--- config.mk ---
export PLATFORM = sky130hd
export DESIGN_NAME = target_queue
export DESIGN_NICKNAME = d
export VERILOG_FILES = /design/src/rtl/target_queue.sv
export SDC_FILE = /design/constraint.sdc
export NUM_CORES = 1
export LEC_CHECK = 0
export CORE_AREA = 8 8 177 179
export DETAILED_ROUTE_END_ITERATION = 16
export DIE_AREA = 0 0 185 187
export SYNTH_ARGS = -nofsm -noshare
export SYNTH_HDL_FRONTEND = slang
export SYNTH_SLANG_ARGS = --single-unit
--- constraint.sdc ---
create_clock -name pxl_clk -period 6.9 [get_ports pxl_clk]
set_input_delay 1.38 -clock pxl_clk [delete_from_list [all_inputs] [get_ports pxl_clk]]
set_output_delay 1.38 -clock pxl_clk [all_outputs]
set_load 0.02 [all_outputs]
--- src/rtl/target_queue.sv ---
// target_queue: FIFO of pending on-screen targets (shape, x, y, target time).
// Entries are pushed by the SPI packet decoder at the tail. The head entry is
// removed either by a hit command (pop_req) or automatically once its target
// time lies MISS_WINDOW or more ticks in the past (wrap-aware, signed age).
// Renderers read entries oldest-first through a combinational indexed port.
//
// Optional feature, enabled by defining TARGET_QUEUE_DROP_OLDEST_EN:
//   push_ready is tied high and a push into a full queue overwrites the
//   oldest entry instead of being refused. overflow is still flagged.
module target_queue #(
   parameter int DATA_W      = 32,
   parameter int DEPTH       = 8,
   parameter int IDX_W       = $clog2(DEPTH),
   parameter int TIME_LSB    = 3,
   parameter int TIME_W      = 8,
   parameter int MISS_WINDOW = 8
) (
   input  logic              pxl_clk,
   input  logic              reset_b,
   input  logic [TIME_W-1:0] cur_time,
   input  logic              push_valid,
   input  logic [DATA_W-1:0] push_data,
   output logic              push_ready,
   input  logic              pop_req,
   input  logic [IDX_W-1:0]  rd_idx,
   output logic [DATA_W-1:0] rd_data,
   output logic              rd_valid,
   output logic [IDX_W:0]    count,
   output logic              empty,
   output logic              full,
   output logic              overflow,
   output logic              hit_pulse,
   output logic              miss_pulse
);

   localparam logic [IDX_W:0]    DEPTH_CNT = (IDX_W+1)'(DEPTH);
   localparam logic [TIME_W-1:0] MISS_W    = TIME_W'(MISS_WINDOW);

   // Storage (not reset) and control state
   logic [DATA_W-1:0] mem [DEPTH];

   logic [IDX_W-1:0] head_q,     head_d;
   logic [IDX_W-1:0] tail_q,     tail_d;
   logic [IDX_W:0]   count_q,    count_d;
   logic             overflow_q, overflow_d;
   logic             hit_q,      hit_d;
   logic             miss_q,     miss_d;

   // Decoded status and per-cycle events
   logic              full_w;
   logic              empty_w;
   logic [TIME_W-1:0] head_time;
   logic [TIME_W-1:0] age;
   logic              expired;
   logic              remove;
   logic              push_fire;
   logic              overwrite;
   logic [IDX_W-1:0]  rd_addr;

   assign full_w  = (count_q == DEPTH_CNT);
   assign empty_w = (count_q == '0);

   // Age of the head entry, taken mod 2^TIME_W and read as a signed value so
   // that a wrapped cur_time still yields a small positive age.
   assign head_time = mem[head_q][TIME_LSB +: TIME_W];
   assign age       = cur_time - head_time;
   assign expired   = !empty_w && !age[TIME_W-1] && (age >= MISS_W);

   assign remove = !empty_w && (pop_req || expired);

`ifdef TARGET_QUEUE_DROP_OLDEST_EN
   assign push_ready = 1'b1;
   assign overwrite  = push_valid && full_w;
`else
   assign push_ready = !full_w;
   assign overwrite  = 1'b0;
`endif

   assign push_fire = push_valid && push_ready;

   // Next-state decode for pointers, count, sticky overflow and event pulses
   always_comb begin
      head_d     = head_q;
      tail_d     = tail_q;
      count_d    = count_q;
      overflow_d = overflow_q;
      hit_d      = 1'b0;
      miss_d     = 1'b0;

      if (push_valid && full_w) begin
         overflow_d = 1'b1;
      end

      if (push_fire) begin
         tail_d = tail_q + IDX_W'(1);
      end

      if (remove) begin
         head_d = head_q + IDX_W'(1);
         hit_d  = pop_req;
         miss_d = !pop_req;
      end

      if (overwrite) begin
         // Full-queue push drops the oldest surviving entry: with a removal
         // in the same cycle the head moves past two entries, so the net
         // count falls by one; without one the head steps once and count
         // stays at DEPTH. The dropped entry never produces a miss pulse.
         if (remove) begin
            head_d  = head_q + IDX_W'(2);
            count_d = count_q - (IDX_W+1)'(1);
         end else begin
            head_d  = head_q + IDX_W'(1);
         end
      end else begin
         unique case ({push_fire, remove})
            2'b10:   count_d = count_q + (IDX_W+1)'(1);
            2'b01:   count_d = count_q - (IDX_W+1)'(1);
            default: count_d = count_q;
         endcase
      end
   end

   // Control state registers with synchronous active-low reset
   always_ff @(posedge pxl_clk) begin
      if (!reset_b) begin
         head_q     <= '0;
         tail_q     <= '0;
         count_q    <= '0;
         overflow_q <= 1'b0;
         hit_q      <= 1'b0;
         miss_q     <= 1'b0;
      end else begin
         head_q     <= head_d;
         tail_q     <= tail_d;
         count_q    <= count_d;
         overflow_q <= overflow_d;
         hit_q      <= hit_d;
         miss_q     <= miss_d;
      end
   end

   // Entry storage: write accepted pushes at the tail; reset-cycle pushes dropped
   always_ff @(posedge pxl_clk) begin
      if (reset_b && push_fire) begin
         mem[tail_q] <= push_data;
      end
   end

   // Oldest-first combinational read port
   assign rd_addr  = head_q + rd_idx;
   assign rd_data  = mem[rd_addr];
   assign rd_valid = ({1'b0, rd_idx} < count_q);

   assign count      = count_q;
   assign empty      = empty_w;
   assign full       = full_w;
   assign overflow   = overflow_q;
   assign hit_pulse  = hit_q;
   assign miss_pulse = miss_q;

endmodule

Word-level counts from Yosys, hierarchy flattened
Memories as Yosys holds them, arrays and structs flattened. A register that Yosys moved wholly into a read port is not among the register bits.
Index checks and enable logic that the tools add are counted.
{"block": "totals", "input_bits": 47, "wordCells": 37, "mem_bits_rw": 256, "out_inout_bits": 43, "reg_bits": 13, "memories": 1}
{"block": "op_classes", "eq_ne": 3, "n_addsub": 6, "mux": 5, "n_lt_le_gt_ge": 2, "n_reduce_logical": 14}
{"name": "mem", "depth": 8, "word_bits": 32, "read_ports": 2, "rd_ports_with_merged_regs": 1, "write_ports": 1, "line": "40", "rtl": "logic [DATA_W-1:0] mem [DEPTH];"}
{"operator": "8-bit by 4-bit >= comparator with 1-bit output (second input constant)", "n": 1}
{"operator": "4-bit one-hot mux with 2 select lines", "n": 1}
{"operator": "8-bit subtractor", "n": 1}
{"operator": "3-bit by 1-bit adder with 3-bit output (second input constant)", "n": 2}
{"operator": "1-bit logical AND", "n": 6}
{"operator": "3-bit 2-to-1 mux", "n": 2}
{"operator": "4-bit by 1-bit adder with 4-bit output (second input constant)", "n": 1}
{"operator": "4-bit == test (second input constant)", "n": 1}
{"operator": "1-bit zero test", "n": 4}
{"operator": "4-bit zero test", "n": 1}
{"operator": "3-bit by 4-bit less-than comparator with 1-bit output", "n": 1}
{"operator": "4-bit by 1-bit subtractor with 4-bit output (second input constant)", "n": 1}
{"operator": "3-bit adder", "n": 1}
{"operator": "2-bit by 1-bit == test with 1-bit output (second input constant)", "n": 1}
{"operator": "2-bit == test (second input constant)", "n": 1}
{"operator": "1-bit 2-to-1 mux", "n": 2}
{"operator": "2-bit AND reduction", "n": 1}
{"operator": "2-bit nonzero test", "n": 1}
{"operator": "1-bit logical OR", "n": 1}

Depth between registers and ports, before layout
Gate-level depths: netlist of run 1.
{"block": "depth", "ltp_word": 8, "ltp_mapped": 20, "mapped_depth_nobuf": 18}

Worst setup path after synthesis of run 1
Ideal clock, no wire load.
{"block": "synth_path", "path_kind": "input port to flip-flop", "startpoint": "input push_valid", "endpoint": "memory mem[1][0], enable pin", "path_buffers": 1, "path_slack_ns": 1.469, "setup_time_ns": 0.501, "arrival_time_ns": 4.930, "t_required_ns": 6.399, "cell_stages": 3, "path_cell_list": "clkbuf_1 > nand2_1 > nor4_1"}
{"block": "synth_between", "elab_chain_len": 4}
{"element": "start, declared", "line": "21", "rtl": "input logic push_valid,"}
{"element": "1-bit logical AND", "line": "79", "rtl": "assign push_fire = push_valid && push_ready;"}
{"element": "1-bit logical AND", "line": "145", "rtl": "if (reset_b && push_fire) begin"}
{"element": "1-bit 2-to-1 mux", "line": "145"}
{"element": "1-bit 2-to-1 mux (implied by the code)", "line": "146", "rtl": "mem[tail_q] <= push_data;"}
{"element": "end, declared", "line": "40"}
Every way passes these cells.

Worst setup path after layout of run 1
{"block": "layout_path", "startpoint": "input rd_idx[0]", "endpoint": "output rd_data[23]"}
{"block": "layout_between", "elab_chain_len": 2}
{"element": "start, declared", "line": "25", "rtl": "input logic [IDX_W-1:0] rd_idx,"}
{"element": "3-bit adder", "line": "151", "rtl": "assign rd_addr = head_q + rd_idx;"}
{"element": "memory 8 x 32 bit"}
{"element": "end, declared", "line": "26", "rtl": "output logic [DATA_W-1:0] rd_data,"}
Every way passes these cells.

==> summary.md, run 1 <==
| Metric | Value |
|---|---|
| Initial antenna violation count | 0 |
| Smallest hold slack | 489 ps |
| Reg2reg path depth | 14 |
| Chip Height | 187 µm |
| Synth Instances | 546 |
| Clock Tree Root | clkbuf_16 |
| Cells after DPL | 1012 |
| Power density cells | 376 nW/µm² |
| Drt first-iter violations | 444 |
| Num Clock Sinks | 272 |
| Final Non-Filler Cells | 1062 |
| Setup tns final | 0 ps |
| Cells along the critical path | clkdlybuf4s50_1 > ha_4 > fa_2 > xor2_1 > xnor2_2 > buf_4 > mux4_2 > mux2_2 > clkdlybuf4s50_1 |
| Net count, final | 721 |
| Sequential fraction of the synthesis area | 0.710 |
| GPL Wtd Cong | 0.748 |
| Layout cell share with drive strength beyond 1 | 0.280 |
| Worst Tran Pin Value | 783 ps |
| Top FF cell, synth | edfxtp_1 |
| Worst Path Arrival | 4530 ps |
| Leak | 0.00440 µW |
| Synth unique cells | 48 |
| Hold path endpoint | overflow |
| Met1 Routed Length | 9570 µm |
| DIE AREA | 34600 µm² |
| Total GRT Usage | 0.136 |
| Slowest stage cell, crit path | clkdlybuf4s50_1 |
| Cell row count | 62 |
| Setup Skew | 11.6 ps |
| Worst R2R End | count[2] |
| Async set-reset flop share out of synthesis | 0 |
| Min-delay src | overflow |
| Crit start category | input pin |
| Starting density of the core | 0.397 |
| Synth Register Bits | 272 |
| Post-CTS Setup Inserts | 0 |
| Inserted Clock Buffers | 28 |
| Total global routing overflow | 0 |
| WL final | 23600 µm |
| Cts repair resizes | 0 |
| Max-slew headroom | 0.477 |
| Mapped Nets | 609 |
| Antenna diodes | 0 |
| Worst vdd ir | 0.000342 V |
| Via-per-instance ratio | 5.29 |
| Port Buf Inserts | 89 |
| Commonest non-fill, non-tap cell in the layout | edfxtp_1 |
| Met3 routed WL | 1180 µm |
| Class of the worst hold path | flop to flop |
| Final Setup Violations | 0 |
| Worst-path clk slew | 60 ps |
| Average wire per standard cell | 22.2 µm |
| Post-Syn Area | 11300 µm² |
| Clock Latency Late Sink | 550 ps |
| Area Overhead vs Synth | 21.8% |
| Bufs on Longest Clock Path | 3 |
| CP Class | input pin to output pin |
| Fin crit share | 0.856 |
| R2R Setup Slk | 2230 ps |
| DPL Wire Length | 14500 µm |
| First-pass GRT wire length | 35900 µm |
| Most frequent CP cell | clkdlybuf4s50_1 |
| Period minus WS final | 5910 ps |
| Synth warn | 0 |
| Vias | 5618 |
| Pre-Repair DR Iteration Count | 6 |
| Worst path required time | 5520 ps |
| Max Freq | 169 MHz |
| Syn_area_per_cell | 20.7 µm² |
| Met2 wire length | 12200 µm |
| Max Used Layer | met4 |
| Setup crit end kind | output pin |
| Max-slew violations | 0 |
| Hold-fix buffers, CTS | 0 |
| Most frequent cells in the layout | edfxtp_1 (256), clkdlybuf4s50_1 (89), mux4_2 (77) |
| Drc violations | 0 |
| Ports | 90 |
| Htree depth | 1 |
| Worst-path maximum fanout | 36 |
| Die width | 185 µm |
| Antenna-violating nets left | 0 |
| Fin. Hold Viols | 0 |
| Max Cap Viol | 0 |
| EDFF count, synth | 256 |
| Fill cells | 2361 |
| Number of global-route vias before repair | 6043 |
| RSZ-0062 raised after global routing | no |
| CTS tree | done |
| Worst hold stages | 2 |
| Status | finished, final reports clean |
| Core area | 28400 µm² |
| Slowest stage delay, CP | 570 ps |
| Largest net degree at the start of global routing | 37 |
-- per-stage QoR --
step | setup WS [ps] | util | area, µm² | total power [µW]
final | 990 | 0.484 | 13700 | 5170
after global placement | 1010 | 0.451 | 12800 | 3700
after CTS | 959 | 0.484 | 13700 | 5250
after floorplan | 1470 | - | 11300 | 3080
after detailed placement | 987 | 0.451 | 12800 | 3730
after global routing | 837 | 0.484 | 13700 | 5410
-- layout make-up --
class / count / area (µm²) / share of cell area
Timing Repair Buffer: 110 / 1070 / 0.0781
Tap cell: 384 / 480 / 0.0350
Inverter: 9 / 33.8 / 0.00246
Multi-Input combinational cell: 237 / 3200 / 0.233
Sequential cell: 272 / 8010 / 0.583
Clock buffer: 29 / 704 / 0.0513
Clock inverter: 21 / 245 / 0.0178
-- metal layers --
layer,vias up,global-route usage
li1,2504,-
met1,2927,0.164
met2,144,0.241
met3,43,0.0278
met4,0,0.0373
met5,-,0
-- how the worst max path moves through the flow --
stage	from	depth (start not counted)	end
finish	rd_idx[0]	9	rd_data[23]
global route	rd_idx[0]	9	rd_data[24]
CTS	rd_idx[0]	9	rd_data[28]
detailed placement	rd_idx[0]	9	rd_data[23]
global placement	rd_idx[0]	9	rd_data[15]
floorplan	push_valid	3	mem[1][0]
-- power by group --
group	internal, µW	switching (µW)	total, µW
Clock	897	617	1510
Sequential	1880	62.4	1940
Combinational	888	832	1720
Total	3660	1510	5170
-- kinds of logic (layout without fill, tap and decap cells) --
| kind of cell | Yosys count | after routing | synth area share |
|---|---|---|---|
| XOR/XNOR | 11 | 11 | 0.00921 |
| AND/OR/NAND/NOR | 62 | 62 | 0.0302 |
| AO/OA/AOI/OAI | 26 | 26 | 0.0171 |
| multiplexers | 122 | 122 | 0.202 |
| buffers and inverters | 37 | 169 | 0.0131 |
| adder cells (fa/ha/maj) | 16 | 16 | 0.0191 |
| flip-flops | 272 | 272 | 0.710 |
-- worst max-delay path: cells and delay by family --
kind | cells | cell delay (ps)
mux | 2 | 670
fa+ha+maj | 2 | 520
buf+inv | 3 | 1540
xor+xnor | 2 | 380
-- synthesized netlist by cell type, types with 5 or more instances --
cell type  number  area (µm²)
mux2i_1         9        90.1
xnor2_1         7        61.3
a21oi_1         5        25.0
mux2_2         33         372
nor2_1          7        26.3
nor3_1          6        30.0
and2_1          8        50.1
mux4_2         77        1730
edfxtp_1      256        7690
ha_1           14         175
nand3_1         7        35.0
nand2_1        11        41.3
dfxtp_1        16         320
inv_1           9        33.8
clkbuf_1       19        71.3
buf_1           7        26.3
-- flip-flops by register name, summed over array words and instances (netlist names), named ones only --
signal and count:
tail_q 3, mem 256, hit_pulse 1, head_q 3, count 4, overflow 1, miss_pulse 1
No activity file was read; power rests on OpenSTA's default activity.
==> run 2, diff against run 1 <==
DONT_BUFFER_PORTS = 1   (was unset)
==> run 2 against run 1 <==
  * Flip-flop and latch count stayed put
  * Routed wire length is 2.6% lower
  * Sequential power hardly changed
  * Clock skew is 4.1 ps lower
  * Worst hold slack better by 43 ps
  * Critical path type unchanged
==> summary.md, run 2 (same netlist as run 1, synthesis figures left out) <==
| Metric | Value |
|---|---|
| WL final | 23000 µm (-2.6%) |
| Setup tns final | 0 ps (unchanged) |
| Ports | 90 (unchanged) |
| Period minus WS final | 4900 ps (-1010 ps) |
| Max-slew headroom | 0.427 (-0.0501) |
| Port Buf Inserts | 0 (-100%) |
| Worst Path Arrival | 3520 ps (-1010 ps) |
| Register area | 8010 µm² (unchanged) |
| R2R Setup Slk | 2290 ps (+60 ps) |
| Drt first-iter violations | 282 (-36%) |
| Setup crit end kind | output pin |
| Leak | 0.00400 µW (-9.1%) |
| DPL Wire Length | 14200 µm (-2.0%) |
| Setup Skew | 7.54 ps (-4.06 ps) |
| Max-slew violations | 0 (unchanged) |
| Worst R2R End | count[2] |
| Class of the worst hold path | flop to flop |
| Worst-path clk slew | 60 ps (about the same) |
| Fill cells | 2465 (+4.4%) |
| Area Overhead vs Synth | 12.6% |
| Fin crit share | 0.710 (-0.147) |
| Power density cells | 367 nW/µm² (-2.5%) |
| Total GRT Usage | 0.132 (-0.00329) |
| Drc violations | 0 (unchanged) |
| Net count, final | 631 (-12%) |
| Reg2reg path depth | 18 (+4) |
| Cts repair resizes | 0 (unchanged) |
| DIE AREA | 34600 µm² (unchanged) |
| Chip Height | 187 µm (unchanged) |
| Via-per-instance ratio | 5.37 (+1.5%) |
| Max Cap Viol | 0 (unchanged) |
| Largest register by flop count | mem |
| Layout cell share with drive strength beyond 1 | 0.314 (+0.0333) |
| Worst vdd ir | 0.000198 V (-42%) |
| RSZ-0062 raised after global routing | no |
| Commonest non-fill, non-tap cell in the layout | edfxtp_1 |
| Number of global-route vias before repair | 5728 (-5.2%) |
| Most frequent cells in the layout | edfxtp_1 (256), mux4_2 (77), mux2_2 (33) |
| Starting density of the core | 0.397 (unchanged) |
| Status | finished, final reports clean |
| Final Setup Violations | 0 (unchanged) |
| Cell row count | 62 (unchanged) |
| Post-CTS Setup Inserts | 0 (unchanged) |
| Total Power | 4660 µW (-9.9%) |
| Inserted Clock Buffers | 28 (unchanged) |
| Pre-Repair DR Iteration Count | 4 (-2) |
| Antenna diodes | 0 (unchanged) |
| Hold-fix buffers, CTS | 0 (unchanged) |
| Initial antenna violation count | 0 (unchanged) |
| Fin. Hold Viols | 0 (unchanged) |
| Multi-input logic area | 3200 µm² (unchanged) |
| Total global routing overflow | 0 (unchanged) |
| CTS tree | done |
| Critical path endpoint | rd_data[21] |
| Average wire per standard cell | 23.6 µm (+6.2%) |
| Crit start category | input pin |
| Bufs on Longest Clock Path | 3 (unchanged) |
| GPL Wtd Cong | 0.771 (+3.1%) |
| Num Clock Sinks | 272 (unchanged) |
| Worst path required time | 5520 ps (about the same) |
| Clock Latency Late Sink | 530 ps (-20 ps) |
| Worst-path maximum fanout | 38 (+5.6%) |
| First-pass GRT wire length | 34700 µm (-3.4%) |
| CP Class | input pin to output pin |
| Antenna-violating nets left | 0 (unchanged) |
| Clock Tree Root | clkbuf_16 |
| Core area | 28400 µm² (unchanged) |
| Worst Tran Pin Value | 858 ps (+75.1 ps) |
| Die width | 185 µm (unchanged) |
| Max reg flops | 256 (unchanged) |
| Max Freq | 204 MHz (+21%) |
| Vias | 5232 (-6.9%) |
| Largest net degree at the start of global routing | 41 (+11%) |
| Htree depth | 1 (unchanged) |
| Critical Path Source | rd_idx[0] |
run 2: worst min-delay path by stage:
stage,to,start,depth (start not counted)
after floorplan,flop,head_q[1],2
after global placement,head_q[1],head_q[1],2
after detailed placement,flop,head_q[1],2
after CTS,flop,head_q[1],2
after global routing,flop,head_q[1],2
final,flop,head_q[1],2
run 2: routing by layer:
layer,share of wire,track usage,up-vias
li1,-,-,2319
met1,0.41,0.159,2746
met2,0.50,0.229,127
met3,0.067,0.0365,40
met4,0.023,0.0354,0
met5,0,0,-
run 2: per-stage QoR:
step / instances / utilization / instance area [µm²] / worst slack, ps / hold WS, ps
after floorplan: 546 / - / 11300 / 1470 / 497
after global placement: 922 / 0.418 / 11900 / 1960 / 514
after detailed placement: 922 / 0.418 / 11900 / 1930 / 529
after CTS: 974 / 0.447 / 12700 / 1930 / 538
after global routing: 974 / 0.447 / 12700 / 1850 / 556
final: 974 / 0.447 / 12700 / 2000 / 532
run 2: layout make-up:
cell class / instances / area share
flip-flops and latches: 272 / 0.631
well taps: 384 / 0.0378
clock buffers: 35 / 0.0589
repair buffers: 20 / 0.0118
inverters: 9 / 0.00266
multi-input cells: 237 / 0.252
clock inverters: 17 / 0.00640
run 2: worst max-delay path, cell delays in order:
cell and delay [ps]:
ha_4 140, fa_2 330, xor2_1 240, xnor2_2 160, buf_4 490, mux4_2 400
mux2_2 360
run 2: power breakdown:
| group | internal (µW) | switching [µW] | leakage, µW |
|---|---|---|---|
| Combinational | 609 | 757 | 0.00115 |
| Sequential | 1880 | 68.5 | 0.00244 |
| Clock | 764 | 585 | 0.000407 |
| Total | 3250 | 1410 | 0.00400 |
